[src/rtl/inv_converter16.sv]
// Purpose: registered 16-bit two's-complement negator (-data_i) with valid strobe and overflow flag.
// Latency: exactly one clk cycle from data_i/valid_i to inv_o/valid_o/ovf_o.
// Backpressure: none; a new operand is accepted every cycle and valid_i only qualifies the output.
module inv_converter16 (
    input  logic        clk,
    input  logic        rst,
    input  logic        valid_i,
    input  logic [15:0] data_i,
    output logic [15:0] inv_o,
    output logic        valid_o,
    output logic        ovf_o
);

    // Bitwise-inverted operand feeding the incrementer.
    logic [15:0] w_inv;

    // Group propagate for the lower three 4-bit groups; the top group's
    // propagate would only feed the discarded carry-out, so it is not built.
    logic [2:0]  w_grp_p;

    // Carry into each 4-bit group (group 0 receives the +1).
    logic [3:0]  w_grp_cin;

    // Carry into each individual bit.
    logic [15:0] w_bit_cin;

    // Negated result and overflow detect, before registering.
    logic [15:0] w_sum;
    logic        w_ovf;

    // Output flops.
    logic [15:0] r_inv;
    logic        r_vld;
    logic        r_ovf;

    assign w_inv = ~data_i;

    // A group propagates the increment carry only if all its inverted bits are 1.
    for (genvar g = 0; g < 3; g++) begin : g_grp_p
        assign w_grp_p[g] = &w_inv[4*g +: 4];
    end

    // Lookahead across groups: the +1 enters group 0 and reaches group g
    // only if every lower group propagates.
    assign w_grp_cin[0] = 1'b1;
    assign w_grp_cin[1] = w_grp_p[0];
    assign w_grp_cin[2] = &w_grp_p[1:0];
    assign w_grp_cin[3] = &w_grp_p[2:0];

    // Lookahead within each group: a bit sees the carry when the group
    // carry-in is set and every lower inverted bit of the group is 1.
    for (genvar g = 0; g < 4; g++) begin : g_bit_cin
        assign w_bit_cin[4*g]     = w_grp_cin[g];
        assign w_bit_cin[4*g + 1] = w_grp_cin[g] & w_inv[4*g];
        assign w_bit_cin[4*g + 2] = w_grp_cin[g] & (&w_inv[4*g +: 2]);
        assign w_bit_cin[4*g + 3] = w_grp_cin[g] & (&w_inv[4*g +: 3]);
    end

    // Increment sum; the carry out of bit 15 is dropped (modulo 2^16).
    assign w_sum = w_inv ^ w_bit_cin;

    // Only the most negative value has no representable negation.
    assign w_ovf = (data_i == 16'h8000);

    // Capture the result every cycle; reset clears all outputs asynchronously.
    always_ff @(posedge clk or posedge rst) begin
        if (rst) begin
            r_inv <= 16'h0000;
            r_vld <= 1'b0;
            r_ovf <= 1'b0;
        end else begin
            r_inv <= w_sum;
            r_vld <= valid_i;
            r_ovf <= w_ovf;
        end
    end

    assign inv_o   = r_inv;
    assign valid_o = r_vld;
    assign ovf_o   = r_ovf;

endmodule

[config.mk]
export PLATFORM = sky130hd
export DESIGN_NAME = inv_converter16
export DESIGN_NICKNAME = d
export VERILOG_FILES = /design/src/rtl/inv_converter16.sv
export SDC_FILE = /design/constraint.sdc
export NUM_CORES = 1
export LEC_CHECK = 0
export CAP_MARGIN = 40
export CELL_PAD_IN_SITES_DETAIL_PLACEMENT = 1
export CELL_PAD_IN_SITES_GLOBAL_PLACEMENT = 1
export CORE_MARGIN = 3
export CORE_UTILIZATION = 48
export CTS_BUF_LIST = sky130_fd_sc_hd__clkbuf_2 sky130_fd_sc_hd__clkbuf_4 sky130_fd_sc_hd__clkbuf_8
export DETAILED_ROUTE_END_ITERATION = 7
export DONT_BUFFER_PORTS = 1
export PLACE_DENSITY_LB_ADDON = 0.25
export SLEW_MARGIN = 20
export SYNTH_ARGS = -nofsm -noshare
export SYNTH_HDL_FRONTEND = slang
export SYNTH_SLANG_ARGS = --single-unit
[constraint.sdc]
create_clock -name clk -period 0.8 [get_ports clk]
set_clock_uncertainty 0.15 [all_clocks]
set_input_delay 0.12 -clock clk [delete_from_list [all_inputs] [get_ports clk]]
set_output_delay 0.12 -clock clk [all_outputs]
set_load 0.02 [all_outputs]
==> results of run 1 <==
-- critical path, stage by stage --
cell and delay (ps):
sky130_fd_sc_hd__inv_8 30, sky130_fd_sc_hd__ha_4 110, sky130_fd_sc_hd__or3b_4 370, sky130_fd_sc_hd__or2_4 260, sky130_fd_sc_hd__nor3_4 180, sky130_fd_sc_hd__ha_2 220, sky130_fd_sc_hd__xnor2_2 110
-- area by class of cell --
cell class | count | area [um^2]
Tap cell | 16 | 20.02
Sequential cell | 18 | 461.7
Inverter | 9 | 67.56
Timing Repair Buffer | 16 | 151.4
Fill cell | 123 | 395.4
Clock buffer | 3 | 22.52
Multi-Input combinational cell | 30 | 405.4
-- cell usage after synthesis --
cell type / count
sky130_fd_sc_hd__dfrtp_1: 18
sky130_fd_sc_hd__inv_1: 9
sky130_fd_sc_hd__xnor2_1: 9
sky130_fd_sc_hd__ha_1: 5
sky130_fd_sc_hd__nor3_1: 4
sky130_fd_sc_hd__nor4_4: 3
sky130_fd_sc_hd__buf_6: 1
sky130_fd_sc_hd__nor2_1: 1
sky130_fd_sc_hd__or2_4: 1
sky130_fd_sc_hd__or3_1: 1
sky130_fd_sc_hd__or3_2: 1
sky130_fd_sc_hd__or3_4: 1
sky130_fd_sc_hd__or3b_1: 1
sky130_fd_sc_hd__or4_1: 1
sky130_fd_sc_hd__or4_4: 1
sky130_fd_sc_hd__xor2_1: 1
-- registers in the layout (all words and copies together) (netlist names) --
name and count:
inv_o 16, ovf_o 1, valid_o 1
-- cells by family (layout without fill, tap and decap cells) --
kind of cell,after synthesis,count (layout),synth area share [%]
xor gates and xnor gates,10,10,11.02
adders and majority gates,5,5,7.874
buffers and inverters,10,28,5.669
DFF,18,18,56.69
and+or+nand+nor,15,15,18.74
-- layer usage --
metal | up-vias | GRT usage (%)
met5 | - | 0
li1 | 223 | -
met4 | 0 | 8.287
met1 | 244 | 22.03
met2 | 25 | 37.36
met3 | 5 | 4.688
-- worst min path at each step --
stage               endpoint  slack [ps]
finish              inv_o[0]        -310
global route        inv_o[0]        -340
CTS                 inv_o[0]        -310
detailed placement  inv_o[3]        -190
global placement     valid_o        -200
floorplan           inv_o[0]         -90
-- power by group through the flow --
| stage | Sequential (mW) | Clock, mW | Combinational [mW] |
|---|---|---|---|
| 6_report | 1.06 | 0.455 | 0.192 |
| 2_1_floorplan | 1.07 | 0 | 0.0951 |
| 3_5_place_dp | 1.07 | 0 | 0.132 |
| 5_1_grt | 1.07 | 0.513 | 0.213 |
| 3_3_place_gp | 1.07 | 0 | 0.127 |
| 4_1_cts | 1.06 | 0.455 | 0.175 |
-- stage by stage --
step / utilization [%] / TNS, ps / power [mW] / instances / setup WS, ps
final: 74.06 / -8829 / 1.708 / 92 / -531.6
after CTS: 69.54 / -9004 / 1.689 / 91 / -483.5
after global placement: 59.03 / -8116 / 1.200 / 79 / -771.4
after floorplan: - / -8043 / 1.162 / 58 / -885.0
after global routing: 74.06 / -9657 / 1.793 / 92 / -549.3
after detailed placement: 59.03 / -8655 / 1.207 / 79 / -801.2
-- what timing repair did --
item,4_1_cts,5_1_grt
endpoints found under the hold margin,36,16
setup buffers,3,2
gates resized for setup,15,17
endpoints found under the setup margin,31,31
pin swaps,7,3
==> results.md, run 1 <==
- The run finished, with violations left.
- The final reports fail on hold timing, setup timing.
- The clock sink count is 18.
- By area the synthesized netlist is led by sky130_fd_sc_hd__dfrtp_1, sky130_fd_sc_hd__xnor2_1, sky130_fd_sc_hd__nor4_4.
- The count of hold-fix buffers inserted at cts is 6.
- The share of power burned in registers is 62.1%.
- Tracing the worst setup path back leads to its startpoint at data_i[0].
- Measured against its own limit, the worst slew margin works out to slightly above 80%.
- The gate count of the mapped netlist is 58.
- The maximum fanout along the worst path is 3.
- The routed wirelength normalized by instance count is roughly 21 um.
- The number of iterations in the first detailed-routing pass is 1.
- The first global-routing pass estimated roughly 2900 um of wire.
- In the global route stage, overall resource usage came out at 20.34%.
- The total count of hold-check failures in the final report is 16.
- The growth of design area from synthesis to finish is 42.05%.
- The sequential-to-total area share from yosys stat is a little under three fifths.
- After detailed routing, the number of remaining DRC violations is 0.
- The routed design uses approximately 140 um of met3 wire.
- The total congestion overflow is 0.
- The cell row count is 14.
- After layout, the worst path uses 166.4% of the clock period.
- Counting the buffers created by CTS gives 3.
- STA classifies the critical path endpoint as a flip-flop.
- The clock network power share is between 20% and 30%.
- The core region is 0.001524 mm^2.
- The routed design has approximately 1900 um of wire.
- In the layout the commonest cells are sky130_fd_sc_hd__dfrtp_1, sky130_fd_sc_hd__dfrtp_2, sky130_fd_sc_hd__buf_4, sky130_fd_sc_hd__inv_1, sky130_fd_sc_hd__xnor2_1.
- Once routing completed, OpenROAD measured the worst setup slack at -531.6 ps.
- The switching power as a share of total power is 27.00%.
- The total power per unit cell area is between 1500 and 2000 mW/mm^2.
- Setup violations remaining at the end of the flow were counted as 31.
- The final number of max-transition violations is 0.
- The total number of H-tree levels is 1.
- The fraction of layout cells with a size suffix above 1 is just under 60%.
- The number of global-route vias before repair was approximately 570.
- The share of Yosys cell area claimed by the top area cell type is a little under three fifths.
- The weighted congestion at the end of routability-driven global placement is ~0.76.
- The antenna diode instance count is 0.
- For this design the static power due to leakage is 0.5012 nW.
- For this run, the number of Yosys warnings is 0.
- In this run the most critical hold path is launched from data_i[0].
- The cell area after placement is between 800 and 900 um^2.
- The post-detailed-route count of antenna-violating nets is 0.
- In the final design database the tool counted between 100 and 150 nets.
- The initial core utilization is between 50% and 60%.
- Static timing analysis puts the maximum clock frequency at 751.0 MHz.
- The maximum number of pins on one net before global-route repair is 14.
- The final critical path time including I/O delays and setup is about 1300 ps.
- Setup repair after global routing could not meet its margin everywhere.
- The number of top-level pins is 37.
- The length of routed wiring on met1 is 706 um.
- The clock slew at the register clock pins of the worst setup and hold paths is approximately 100 ps.
- The deepest clock path buffer count is 2.
- The die covers between 0.002 and 0.0025 mm^2.
- The mapped netlist covers 794.5 um^2.
- Data arrives at the worst endpoint at 1410 ps.
- Cell internal power was estimated by the tool at 1.247 mW.
- The count of vias placed by the detailed router is 497.
- The count of cells along the worst hold path is 0.
- For this block, the initial DRC count from the detailed router was 0.
- The cell type with the highest aggregate area in the netlist is sky130_fd_sc_hd__dfrtp_1.
- Hold timing on the final database bottoms out at a slack of -306.2 ps.
- The share of total power in combinational logic is between 10% and 20%.
- The die is 46.69 um wide.
- The actual transition at the worst max-transition pin is about 280 ps.
- The quantity of I/O buffers inserted on ports is 0.
- The max-capacitance violation count is 0.
- The required time of the critical path is 870 ps.
- After synthesis the netlist holds a flip-flop and latch count of 18.
- The synthesized netlist net count is between 80 and 90.
- The uppermost metal layer occupied by signal nets is met4.
- The initial antenna violation count is 0.
- The critical path is of the in2reg type.
- In this run the worst setup path terminates at inv_o[13].
- The detailed-routed wire length on met2 is 1022 um.
- For this design the total switching power over the nets is 0.4610 mW.
- The die is about 47 um tall.
- The clock root buffer master is sky130_fd_sc_hd__clkbuf_4.
- STA classifies the critical path startpoint as a primary input.
- The maximum vdd ir drop is about 0.0012 V.
- Summed over all nets, the half-perimeter wirelength after detailed placement is roughly 1200 um.
- The path type of the worst min-delay path is in2reg.
- The distinct cell type count after synthesis is 16.
- Averaged over all synthesized cells, the footprint is 13.70 um^2.
- The cell area after layout is ~0.0011 mm^2.
- The per-cell via count in the routed design is around 5.4.
- TritonCTS built the clock tree.
No activity file was read; power rests on OpenSTA's default activity.
==> run 2, diff against run 1 <==
- SLEW_MARGIN: 20 -> unset
==> results of run 2 <==
Same layout as run 1: the final DEF is identical, and so are final timing and power.
